==> src/rtl/load_unit_pkg.sv <==
// Shared types for the load unit: load-op encodings, FSM states and the
// alignment/legality rule used when a load is accepted.
package load_unit_pkg;

    typedef enum logic [2:0] {
        OP_LW  = 3'b000,
        OP_LB  = 3'b001,
        OP_LBU = 3'b010,
        OP_LH  = 3'b011,
        OP_LHU = 3'b100
    } load_op_e;

    typedef enum logic [1:0] {
        ST_IDLE = 2'b00,
        ST_REQ  = 2'b01,
        ST_WAIT = 2'b10,
        ST_DONE = 2'b11
    } state_e;

    // High when the op is unknown or the address is not naturally aligned for it.
    function automatic logic addr_error(input logic [2:0] op, input logic [1:0] addr_lo);
        logic err;
        case (op)
            OP_LW:         err = (addr_lo != 2'b00);
            OP_LB, OP_LBU: err = 1'b0;
            OP_LH, OP_LHU: err = addr_lo[0];
            default:       err = 1'b1;
        endcase
        return err;
    endfunction

endpackage

==> src/rtl/load_unit_extract.sv <==
// Lane selection and sign/zero extension of a raw memory word for one load op.
module load_extract
    import load_unit_pkg::*;
(
    input  logic [2:0]  op,
    input  logic [1:0]  addr_lo,
    input  logic [31:0] rdata,
    output logic [31:0] result
);

    logic [7:0]  byte_s;
    logic [15:0] half_s;

    // Pick the addressed byte/half lane, then extend according to the op.
    always_comb begin
        byte_s = 8'h00;
        half_s = 16'h0000;
        result = 32'h0000_0000;
        case (addr_lo)
            2'b00:   byte_s = rdata[7:0];
            2'b01:   byte_s = rdata[15:8];
            2'b10:   byte_s = rdata[23:16];
            2'b11:   byte_s = rdata[31:24];
            default: byte_s = 8'h00;
        endcase
        if (addr_lo[1]) begin
            half_s = rdata[31:16];
        end else begin
            half_s = rdata[15:0];
        end
        case (op)
            OP_LW:   result = rdata;
            OP_LB:   result = {{24{byte_s[7]}}, byte_s};
            OP_LBU:  result = {24'h00_0000, byte_s};
            OP_LH:   result = {{16{half_s[15]}}, half_s};
            OP_LHU:  result = {16'h0000, half_s};
            default: result = 32'h0000_0000;
        endcase
    end

endmodule

==> src/rtl/load_unit.sv <==
// Memory-stage load unit: issues one word read, waits for the response with a
// bounded timeout, and returns the extended result with a one-cycle done pulse.
module load_unit
    import load_unit_pkg::*;
#(
    parameter int MAX_WAIT = 16
) (
    input  logic        clk,
    input  logic        reset,
    input  logic        start,
    input  logic [2:0]  op,
    input  logic [31:0] addr,
    output logic        mem_req,
    output logic [31:0] mem_addr,
    input  logic        mem_gnt,
    input  logic        mem_rvalid,
    input  logic [31:0] mem_rdata,
    output logic [31:0] data_out,
    output logic        done,
    output logic        busy,
    output logic        adel,
    output logic        timeout
);

    localparam int CNT_W = $clog2(MAX_WAIT + 1);
    localparam logic [CNT_W-1:0] CNT_ZERO = {CNT_W{1'b0}};
    localparam logic [CNT_W-1:0] CNT_ONE  = {{(CNT_W-1){1'b0}}, 1'b1};
    localparam logic [CNT_W-1:0] CNT_MAX  = CNT_W'(MAX_WAIT);

    state_e            state_q, state_d;
    logic [2:0]        op_q, op_d;
    logic [31:0]       addr_q, addr_d;
    logic [CNT_W-1:0]  cnt_q, cnt_d;
    logic [31:0]       data_q, data_d;
    logic              adel_q, adel_d;
    logic              timeout_q, timeout_d;
    logic              mem_req_q, mem_req_d;
    logic              done_q, done_d;
    logic              busy_q, busy_d;
    logic [31:0]       ext_s;

    load_extract u_extract (
        .op      (op_q),
        .addr_lo (addr_q[1:0]),
        .rdata   (mem_rdata),
        .result  (ext_s)
    );

    // Next-state and next-output logic; cnt_q counts REQ+WAIT cycles, 1 on the first.
    always_comb begin
        state_d   = state_q;
        op_d      = op_q;
        addr_d    = addr_q;
        cnt_d     = cnt_q;
        data_d    = data_q;
        adel_d    = 1'b0;
        timeout_d = 1'b0;
        case (state_q)
            ST_IDLE: begin
                if (start) begin
                    op_d   = op;
                    addr_d = addr;
                    if (addr_error(op, addr[1:0])) begin
                        state_d = ST_DONE;
                        adel_d  = 1'b1;
                        data_d  = 32'h0000_0000;
                    end else begin
                        state_d = ST_REQ;
                        cnt_d   = CNT_ONE;
                    end
                end else begin
                    state_d = ST_IDLE;
                end
            end
            ST_REQ: begin
                if (mem_gnt && mem_rvalid) begin
                    state_d = ST_DONE;
                    data_d  = ext_s;
                end else if (cnt_q == CNT_MAX) begin
                    state_d   = ST_DONE;
                    timeout_d = 1'b1;
                    data_d    = 32'h0000_0000;
                end else if (mem_gnt) begin
                    state_d = ST_WAIT;
                    cnt_d   = cnt_q + CNT_ONE;
                end else begin
                    cnt_d = cnt_q + CNT_ONE;
                end
            end
            ST_WAIT: begin
                // A response on the final allowed cycle still completes normally.
                if (mem_rvalid) begin
                    state_d = ST_DONE;
                    data_d  = ext_s;
                end else if (cnt_q == CNT_MAX) begin
                    state_d   = ST_DONE;
                    timeout_d = 1'b1;
                    data_d    = 32'h0000_0000;
                end else begin
                    cnt_d = cnt_q + CNT_ONE;
                end
            end
            ST_DONE: begin
                state_d = ST_IDLE;
                cnt_d   = CNT_ZERO;
            end
            default: begin
                state_d = ST_IDLE;
                cnt_d   = CNT_ZERO;
            end
        endcase
        mem_req_d = (state_d == ST_REQ);
        done_d    = (state_d == ST_DONE);
        busy_d    = (state_d != ST_IDLE);
    end

    // State, latched request and registered outputs.
    always_ff @(posedge clk or posedge reset) begin
        if (reset) begin
            state_q   <= ST_IDLE;
            op_q      <= 3'b000;
            addr_q    <= 32'h0000_0000;
            cnt_q     <= CNT_ZERO;
            data_q    <= 32'h0000_0000;
            adel_q    <= 1'b0;
            timeout_q <= 1'b0;
            mem_req_q <= 1'b0;
            done_q    <= 1'b0;
            busy_q    <= 1'b0;
        end else begin
            state_q   <= state_d;
            op_q      <= op_d;
            addr_q    <= addr_d;
            cnt_q     <= cnt_d;
            data_q    <= data_d;
            adel_q    <= adel_d;
            timeout_q <= timeout_d;
            mem_req_q <= mem_req_d;
            done_q    <= done_d;
            busy_q    <= busy_d;
        end
    end

    assign mem_req  = mem_req_q;
    assign mem_addr = {addr_q[31:2], 2'b00};
    assign data_out = data_q;
    assign done     = done_q;
    assign busy     = busy_q;
    assign adel     = adel_q;
    assign timeout  = timeout_q;

endmodule
==> config.mk <==
export PLATFORM = sky130hd
export DESIGN_NAME = load_unit
export DESIGN_NICKNAME = d
export VERILOG_FILES = /design/src/rtl/load_unit_pkg.sv /design/src/rtl/load_unit_extract.sv /design/src/rtl/load_unit.sv
export SDC_FILE = /design/constraint.sdc
export NUM_CORES = 1
export LEC_CHECK = 0
export ABC_AREA = 0
export BUFFER_PORTS_ARGS = -buffer_cell sky130_fd_sc_hd__buf_2
export CAP_MARGIN = 40
export CORE_UTILIZATION = 45
export CTS_CLUSTER_SIZE = 40
export DETAILED_ROUTE_END_ITERATION = 16
export HOLD_SLACK_MARGIN = 0.05
export MAX_ROUTING_LAYER = met4
export PLACE_DENSITY = 0.81
export SYNTH_ARGS = -nofsm -noshare
export SYNTH_HDL_FRONTEND = slang
export SYNTH_SLANG_ARGS = --single-unit
==> constraint.sdc <==
create_clock -name clk -period 6.3 [get_ports clk]
set_input_delay 0.945 -clock clk [delete_from_list [all_inputs] [get_ports clk]]
set_output_delay 0.945 -clock clk [all_outputs]
set_load 0.05 [all_outputs]
### Yosys cells after proc, flatten, opt, wreduce, memory -nomap -nowiden

Cells that the tools add are included.

* add/subtract/negate cells: 1
* eq/ne operators: 22
* multiplexer cells: 33
* reduce and logical (&&, ||, !) cells: 13

Operators by type and width (count)
* 32-bit 2-to-1 mux: 5
* 32-bit case mux with 5 select lines: 1
* 32-bit case mux with 3 select lines: 1
* 8-bit case mux with 4 select lines: 1
* 5-bit 2-to-1 mux: 5
* 5-bit case mux with 4 select lines: 1
* 16-bit 2-to-1 mux: 1
* 2-bit 2-to-1 mux: 7
* 3-bit by 2-bit equality test with 1-bit output (second input constant): 4
* 2-bit equality test (second input constant): 5
* 2-bit != test (second input constant): 5
* 1-bit 2-to-1 mux: 8
* 2-bit case mux with 4 select lines: 1
* 2-bit by 1-bit equality test with 1-bit output (second input constant): 3
* 3-bit by 1-bit equality test with 1-bit output (second input constant): 2
* 3-bit equality test (second input constant): 2
* 3-bit logical NOT: 2
* 5-bit by 1-bit adder with 5-bit output (second input constant): 1
* 5-bit equality test (second input constant): 1
* 2-bit logical NOT: 2
* 4-bit AND reduction: 1
* 2-bit nonzero test: 2
* 2-bit OR reduction: 2
* 1-bit case mux with 3 select lines: 1
* 5 further kinds: 5

* bits in registers: 79
* input port bits: 72
* output and inout port bits: 69
* logic and storage cells: 79

### Depth between registers and ports, before layout

Gate-level depths: netlist of the first run.

* depth after elaboration: 9
* gate-level depth with buffers: 8
* gate-level depth less buffers: 7

### Hierarchy

A second synthesis of the first run with hierarchy kept.

* cell total of the unflattened synthesis: 329
* area total of the unflattened synthesis: 4112.7 µm²

By module, submodules not included
* load_unit: instances 1, cells an instance 260, area each 3429.5 µm²
* load_extract: instances 1, cells an instance 69, area each 683.2 µm²

### Least setup slack after synthesis of the first run

OpenSTA, ideal clock, no wires.

* path kind: input port to flip-flop
* start point: input port addr[1]
* end point: register data_q[10] (netlist: data_out[10])
* setup time: 0.121 ns
* arrival time: 2.194 ns
* required time: 6.179 ns
* setup slack: 3.985 ns
* stages on the path: 6
* path buffers: 1
* cell sequence: nor2b_1 -> o211a_1 -> o21ai_1 -> a221o_1 -> buf_4 -> a22o_1

* longest elaborated chain between the ends: 6

Ends and longest elaborated chain
* from (decl): line load_unit.sv:12 `input logic [31:0] addr,`
* 2-bit nonzero test: line load_unit_pkg.sv:24 `OP_LW: err = (addr_lo != 2'b00);`
* 1-bit case mux with 3 select lines: line load_unit_pkg.sv:23 `case (op)`
* 1-bit 2-to-1 mux: line load_unit.sv:60 `if (start) begin`
* 1-bit 2-to-1 mux: line load_unit.sv:58 `case (state_q)`
* 2-bit != test (no source line)
* 3-bit AND reduction (no source line)
* to (signal assigned): line load_unit.sv:135 `data_q <= data_d;`
* to (decl): line load_unit.sv:34 `logic [31:0] data_q, data_d;`

Every way passes these cells. The select of a mux whose other input is x is not followed.
A chain may end at the register's enable or synchronous reset.

### Worst setup path after layout of the first run

* start point: register state_q[0]
* end point: register data_q[25] (netlist: data_out[25])

* longest elaborated chain between the ends: 3
* elaborated cells between the ends (all ways): 8
* those cells by class: 4 x eq/ne; 1 x mux; 3 x reduce/logical

Ends and longest elaborated chain
* from (decl): line load_unit.sv:30 `state_e state_q, state_d;`
* from (signal assigned): line load_unit.sv:131 `state_q <= state_d;`
* 2-bit equality test (tied with other cells): line load_unit.sv:58
* 3-bit nonzero test (no source line) or 2-bit != test (tied branches)
* 3-bit AND reduction (no source line)

Parallel ways exist; a longest one is shown, timed or not.

==> metrics, run 1 <==
initial antenna violation count=1; crit path capture type=register; max-cap viol count=0; RSZ-0062 raised after global routing=false; Reg area=0.00198 mm²; top cell type's share of synthesized area=between 40% and 50%; Vias=about 3600; cts repair resizes=0; most frequent cell after synthesis=dfrtp_1; Clk Latency, worst-skew pair=0.35 ns; post-DP HPWL=7810 µm; Die H=101 µm; GRT overflow=0; share of layout cells above drive strength 1=between 40% and 50%; flops & latches, synth=a little under 80; global-route wire length before repair=around 17000 µm; worst path arrival time=2.73 ns; drt total wl=10600 µm; Routability Congestion=a little over 0.8; P&R area growth vs syn=16.9%; H-tree depth=3; Hold Fails Final Rpt=0; WL per Instance=16.2 µm; Slew HR=a little over 50%; vias in the first global route=~3600; sequential area share after synthesis=between 40% and 50%; Die X=101 µm; fmax=between 400 and 500 MHz; required time of the critical path=6.57 ns; Netlist cell types=49; largest net degree at the start of global routing=slightly above 50; Post-synth EDFFs=0; top post-synthesis cells by area=dfrtp_1, mux2_2, buf_4; DRT Pass-1 Iters=4; largest area contributor in the netlist=dfrtp_1; # fillers=810; post-layout net count=603; Tightest Pin Transition=0.739 ns; synth cell count leaders=dfrtp_1, mux2_2, a21oi_1; clock slew at reported path FFs=around 0.090 ns; Core Rows=35; Cell Area, Synth=0.00445 mm²; asr flop ratio synth=100%; # port buffers=about 140; final setup fails=0; WS Path Type=reg2reg; DRC viols=0; Total GRT Usage=between 20 and 25%; worst vdd ir=0.331 mV; Fin Setup TNS=0 ns; Worst Hold Class=reg2reg; Post-Syn Area per Cell=10.5 µm²; initial detailed-routing violation count=about 140; clk sinks=79; clock buffer depth=2; Via-to-Cell Ratio=5.52; leakage=2.50 nW; Slew Limit Fails=0; TritonCTS buffer count=9; post-CTS setup buffers=0; Multi-input gate area=0.00207 mm²; PwrDens=587 mW/mm²; period utilization=39.2%; CTS tree=yes; CTS Root Cell=clkbuf_8; Die ar.=0.0103 mm²; cells after synthesis=~420; Crit Path Max Fanout=22; Ports=141; synth warn=0; antenna-violating nets left=0; most used flip-flop cell after synthesis=dfrtp_1; Fin Clk Skew=0.0125 ns; startpoint types=register; final core utilization=55.2%; effective utilization at floorplan=47.2%; Core Box Area=0.00942 mm²; status=finished clean; crit path time final=between 2 and 2.5 ns; Hold Buf Count CTS=0
-- routing by layer --
layer,share of wire [%],vias up,GRT usage [%]
li1,-,1707,-
met1,42,1758,26.6
met2,50,154,36.4
met3,6.4,16,3.66
met4,1.6,0,7.58
met5,0,-,-
-- logic make-up after synthesis --
logic type      after synthesis  share of synthesized area (%)
compound gates              130                           20.4
simple gates                 85                           10.4
flops                        79                           44.5
buf+inv                      68                           9.03
mux                          52                           13.2
fa+ha+maj                     8                           2.25
other cells                   1                         0.0843
xor+xnor                      1                          0.197
-- state kept, by name, summed over array words and instances, names as in the netlist --
name / flops
state_q: 2
timeout: 1
done: 1
data_out: 32
op_q: 3
adel: 1
cnt_q: 5
mem_req: 1
busy: 1
addr_q: 32
-- per-stage QoR --
stage | total power [mW] | instance area [µm²] | cells | hold WS, ns | setup slack, ns
3_5_place_dp | 2.71 | 5020 | 641 | 0.468 | 3.48
5_1_grt | 3.24 | 5200 | 658 | 0.502 | 3.54
3_3_place_gp | 2.62 | 4960 | 637 | 0.467 | 3.24
4_1_cts | 3.07 | 5200 | 657 | 0.492 | 3.85
2_1_floorplan | 2.45 | 4450 | 425 | 0.481 | 3.33
6_report | 3.05 | 5200 | 658 | 0.487 | 3.83
-- where the power goes --
part	switching [mW]	internal (mW)
registers	0.154	0.705
logic	1.26	0.584
clock network	0.202	0.147
-- final cells by class --
type | instances | share of cell area (%)
antenna | 1 | 0.0481
sequential | 79 | 38.0
tap | 129 | 3.10
multi-input combinational | 278 | 39.9
inverter | 10 | 0.746
timing repair buffer | 145 | 14.8
clock inverter | 7 | 1.01
clock buffer | 9 | 2.38
-- layout by cell type, fill, tap and decap left out, drive strengths merged, types with 8 or more instances in the layout --
cell / count
nor2b: 24
o21ai: 13
ha: 8
nand2: 12
a22oi: 10
a22o: 11
inv: 12
mux2: 44
a21oi: 43
buf: 145
nor2: 22
clkbuf: 9
o2bb2ai: 22
dfrtp: 79
-- final timing paths --
path                                 to  slack [ns]  cells past startpoint    startpoint
max                        data_out[25]        3.83                      6    state_q[0]
min                        data_out[17]        0.49                      1  data_out[17]
max reg2reg                data_out[25]        3.83                      6    state_q[0]
min reg2reg                data_out[17]        0.49                      1  data_out[17]
max in group asynchronous     addr_q[1]        5.06                      4         reset
min in group asynchronous     addr_q[3]        0.66                      3         reset
-- worst max-delay path, cell delays in order, from the launching register on --
cell       delay, ns
dfrtp_1         0.44
inv_1           0.12
ha_1            0.43
nand3_1         0.13
a21oi_1         0.39
nand2_1         0.56
o2bb2ai_1       0.30
Power figures use the tool's default switching activity.
==> run 2, diff against run 1 <==
==> constraint.sdc (replaced) <==
create_clock -name clk -period 2.51 [get_ports clk]
set_input_delay 0.3765 -clock clk [delete_from_list [all_inputs] [get_ports clk]]
set_output_delay 0.3765 -clock clk [all_outputs]
set_load 0.05 [all_outputs]
==> run 2 against run 1 <==
  * Clock power grew to 2.6 times the previous value
  * Fmax grew 9.0%
  * Sequential power increased by 140%
  * First-iteration DRC count did not move
  * Wire length up 2.4%
  * Sequential share of layout area fell by 0.23 points
  * Die area unchanged
  * Worst setup slack got worse by 3.6 ns
  * Critical path depth is 1 higher
  * Register-to-register slack lost 3.6 ns
  * Critical path type unchanged
  * Largest power group unchanged
==> metrics, run 2 (synthesis gave the netlist of run 1 again) <==
CP max-delay cell=a221o_1; period utilization=90.3% (+51 points); total power=7.74 mW (+150%); Core Box Area=0.00942 mm² (unchanged); worst path arrival time=2.54 ns (-0.19 ns); worst slack at placement=0.266 ns (-3.21 ns); Slew HR=62.0% (+11 points); Worst Hold Class=in2reg; # port buffers=138 (unchanged); Die ar.=0.0103 mm² (unchanged); WS Path Type=reg2reg; required time of the critical path=2.79 ns (-3.78 ns); final setup fails=0 (unchanged); sequence of cells on the critical path=inv_1 -> ha_1 -> o21ai_0 -> a21oi_1 -> a221o_1 -> buf_4 -> o2bb2ai_1; FF-to-FF setup slack=0.24 ns (-3.59 ns); share of layout cells above drive strength 1=41.4% (+0.48 points); # diodes=0 (-1); status=finished clean; leakage=2.51 nW (+0.54%); worst vdd ir=0.837 mV (+150%); TritonCTS buffer count=9 (unchanged); Min-Delay Endpoint=addr_q[5]; Min-Delay Startpoint=addr[5]; RR Endpoint=data_out[4]; post-route cell area=0.00523 mm² (+0.60%); H-tree depth=3 (unchanged); initial antenna violation count=0 (-1); Tightest Pin Transition=0.570 ns (-0.169 ns); drt total wl=10900 µm (+2.4%); # fillers=849 (+4.8%); vias in the first global route=3613 (+0.58%); Crit Path Max Fanout=12 (-45%); DRC viols=0 (unchanged); WL per Instance=16.4 µm (+1.7%); clk sinks=79 (unchanged); most frequent cells in the layout=buf_2, dfrtp_1, mux2_2, a21oi_1, nor2b_1; final core utilization=55.5% (+0.33 points); cell depth of the worst flop-to-flop path=7 (+1); Die X=101 µm (unchanged); clock slew at reported path FFs=0.09 ns (about the same); startpoint types=register; CTS tree=yes; placed cell areas=0.00504 mm² (+0.45%); Worst Hold Margin=0.237 ns (-0.250 ns); Worst Hold Path Cells=2 (+1); Routability Congestion=0.866 (+5.4%); antenna-violating nets left=0 (unchanged); Fin Setup TNS=0 ns (unchanged); Vias=3656 (+0.58%); global-route wire length before repair=17200 µm (+1.5%); fin cells=663 (+0.76%); Reg2Reg Launch Point=state_q[0]; Ports=141 (unchanged); Total GRT Usage=22.4% (+0.65 points); PnR worst setup slack=0.245 ns (-3.59 ns); Largest stage delay, worst path=0.50 ns (-0.06 ns); PwrDens=1480 mW/mm² (+150%); CTS Root Cell=clkbuf_8; Reg area=0.00198 mm² (unchanged); Fin Clk Skew=0.0111 ns (-0.00139 ns); cell count after placement=646 (+0.78%); effective utilization at floorplan=47.2% (unchanged); Slew Limit Fails=0 (unchanged); post-DP HPWL=8020 µm (+2.7%); fmax=441 MHz (+9.0%); post-layout net count=609 (+1.0%); post-CTS setup buffers=0 (unchanged); crit path time final=2.27 ns (-0.204 ns); commonest non-fill, non-tap cell in the layout=buf_2; DRT Pass-1 Iters=4 (unchanged); Multi-input gate area=0.00207 mm² (unchanged); Via-to-Cell Ratio=5.51 (-0.18%); Clk Latency, worst-skew pair=0.36 ns (about the same); Core Rows=35 (unchanged); clock buffer depth=2 (unchanged); RSZ-0062 raised after global routing=false; Hold Fails Final Rpt=0 (unchanged); initial detailed-routing violation count=139 (unchanged); GRT overflow=0 (unchanged); largest net degree at the start of global routing=52 (+2.0%); P&R area growth vs syn=17.6%; Die H=101 µm (unchanged); max-cap viol count=0 (unchanged); crit path capture type=register
run 2: layout make-up:
cell class | count | area share [%]
multi-input cells | 278 | 39.6
repair buffers | 151 | 15.4
well taps | 129 | 3.09
flip-flops and latches | 79 | 37.8
clock inverters | 7 | 1.03
clock buffers | 9 | 2.37
inverters | 10 | 0.742
run 2: critical path, delay by kind of cell (launching register included):
kind / cells / cell delay [ns]
fa+ha+maj: 1 / 0.42
flops: 1 / 0.43
compound gates: 4 / 0.94
buf+inv: 2 / 0.39
run 2: timing repair:
| action | in CTS | in global routing |
|---|---|---|
| hold endpoints to repair | 28 | 0 |
| resized for setup | 0 | 0 |
| hold buffers | 1 | 0 |
run 2: worst max-delay path by stage:
stage	start	endpoint	slack, ns	cells past startpoint
finish	state_q[0]	data_out[4]	0.24	7
global route	state_q[0]	data_out[4]	0.09	7
CTS	state_q[0]	data_out[4]	0.25	7
detailed placement	op[1]	data_out[18]	0.27	7
global placement	op[1]	data_out[16]	0.32	7
floorplan	reset	addr_q[0]	0.11	1
run 2: report_power, final:
part	total [mW]	internal, mW	switching [mW]	leakage (nW)
clock network	0.897	0.368	0.530	0.0827
logic	4.76	1.50	3.25	1.42
registers	2.09	1.77	0.320	1.01
total	7.74	3.64	4.10	2.51
run 2: per-layer routing:
metal	wire length [µm]	track usage, %	vias to the layer above
met2	5300	37.3	150
met5	0	-	-
li1	-	-	1718
met3	620	4.21	26
met1	4680	26.5	1762
met4	301	9.81	0
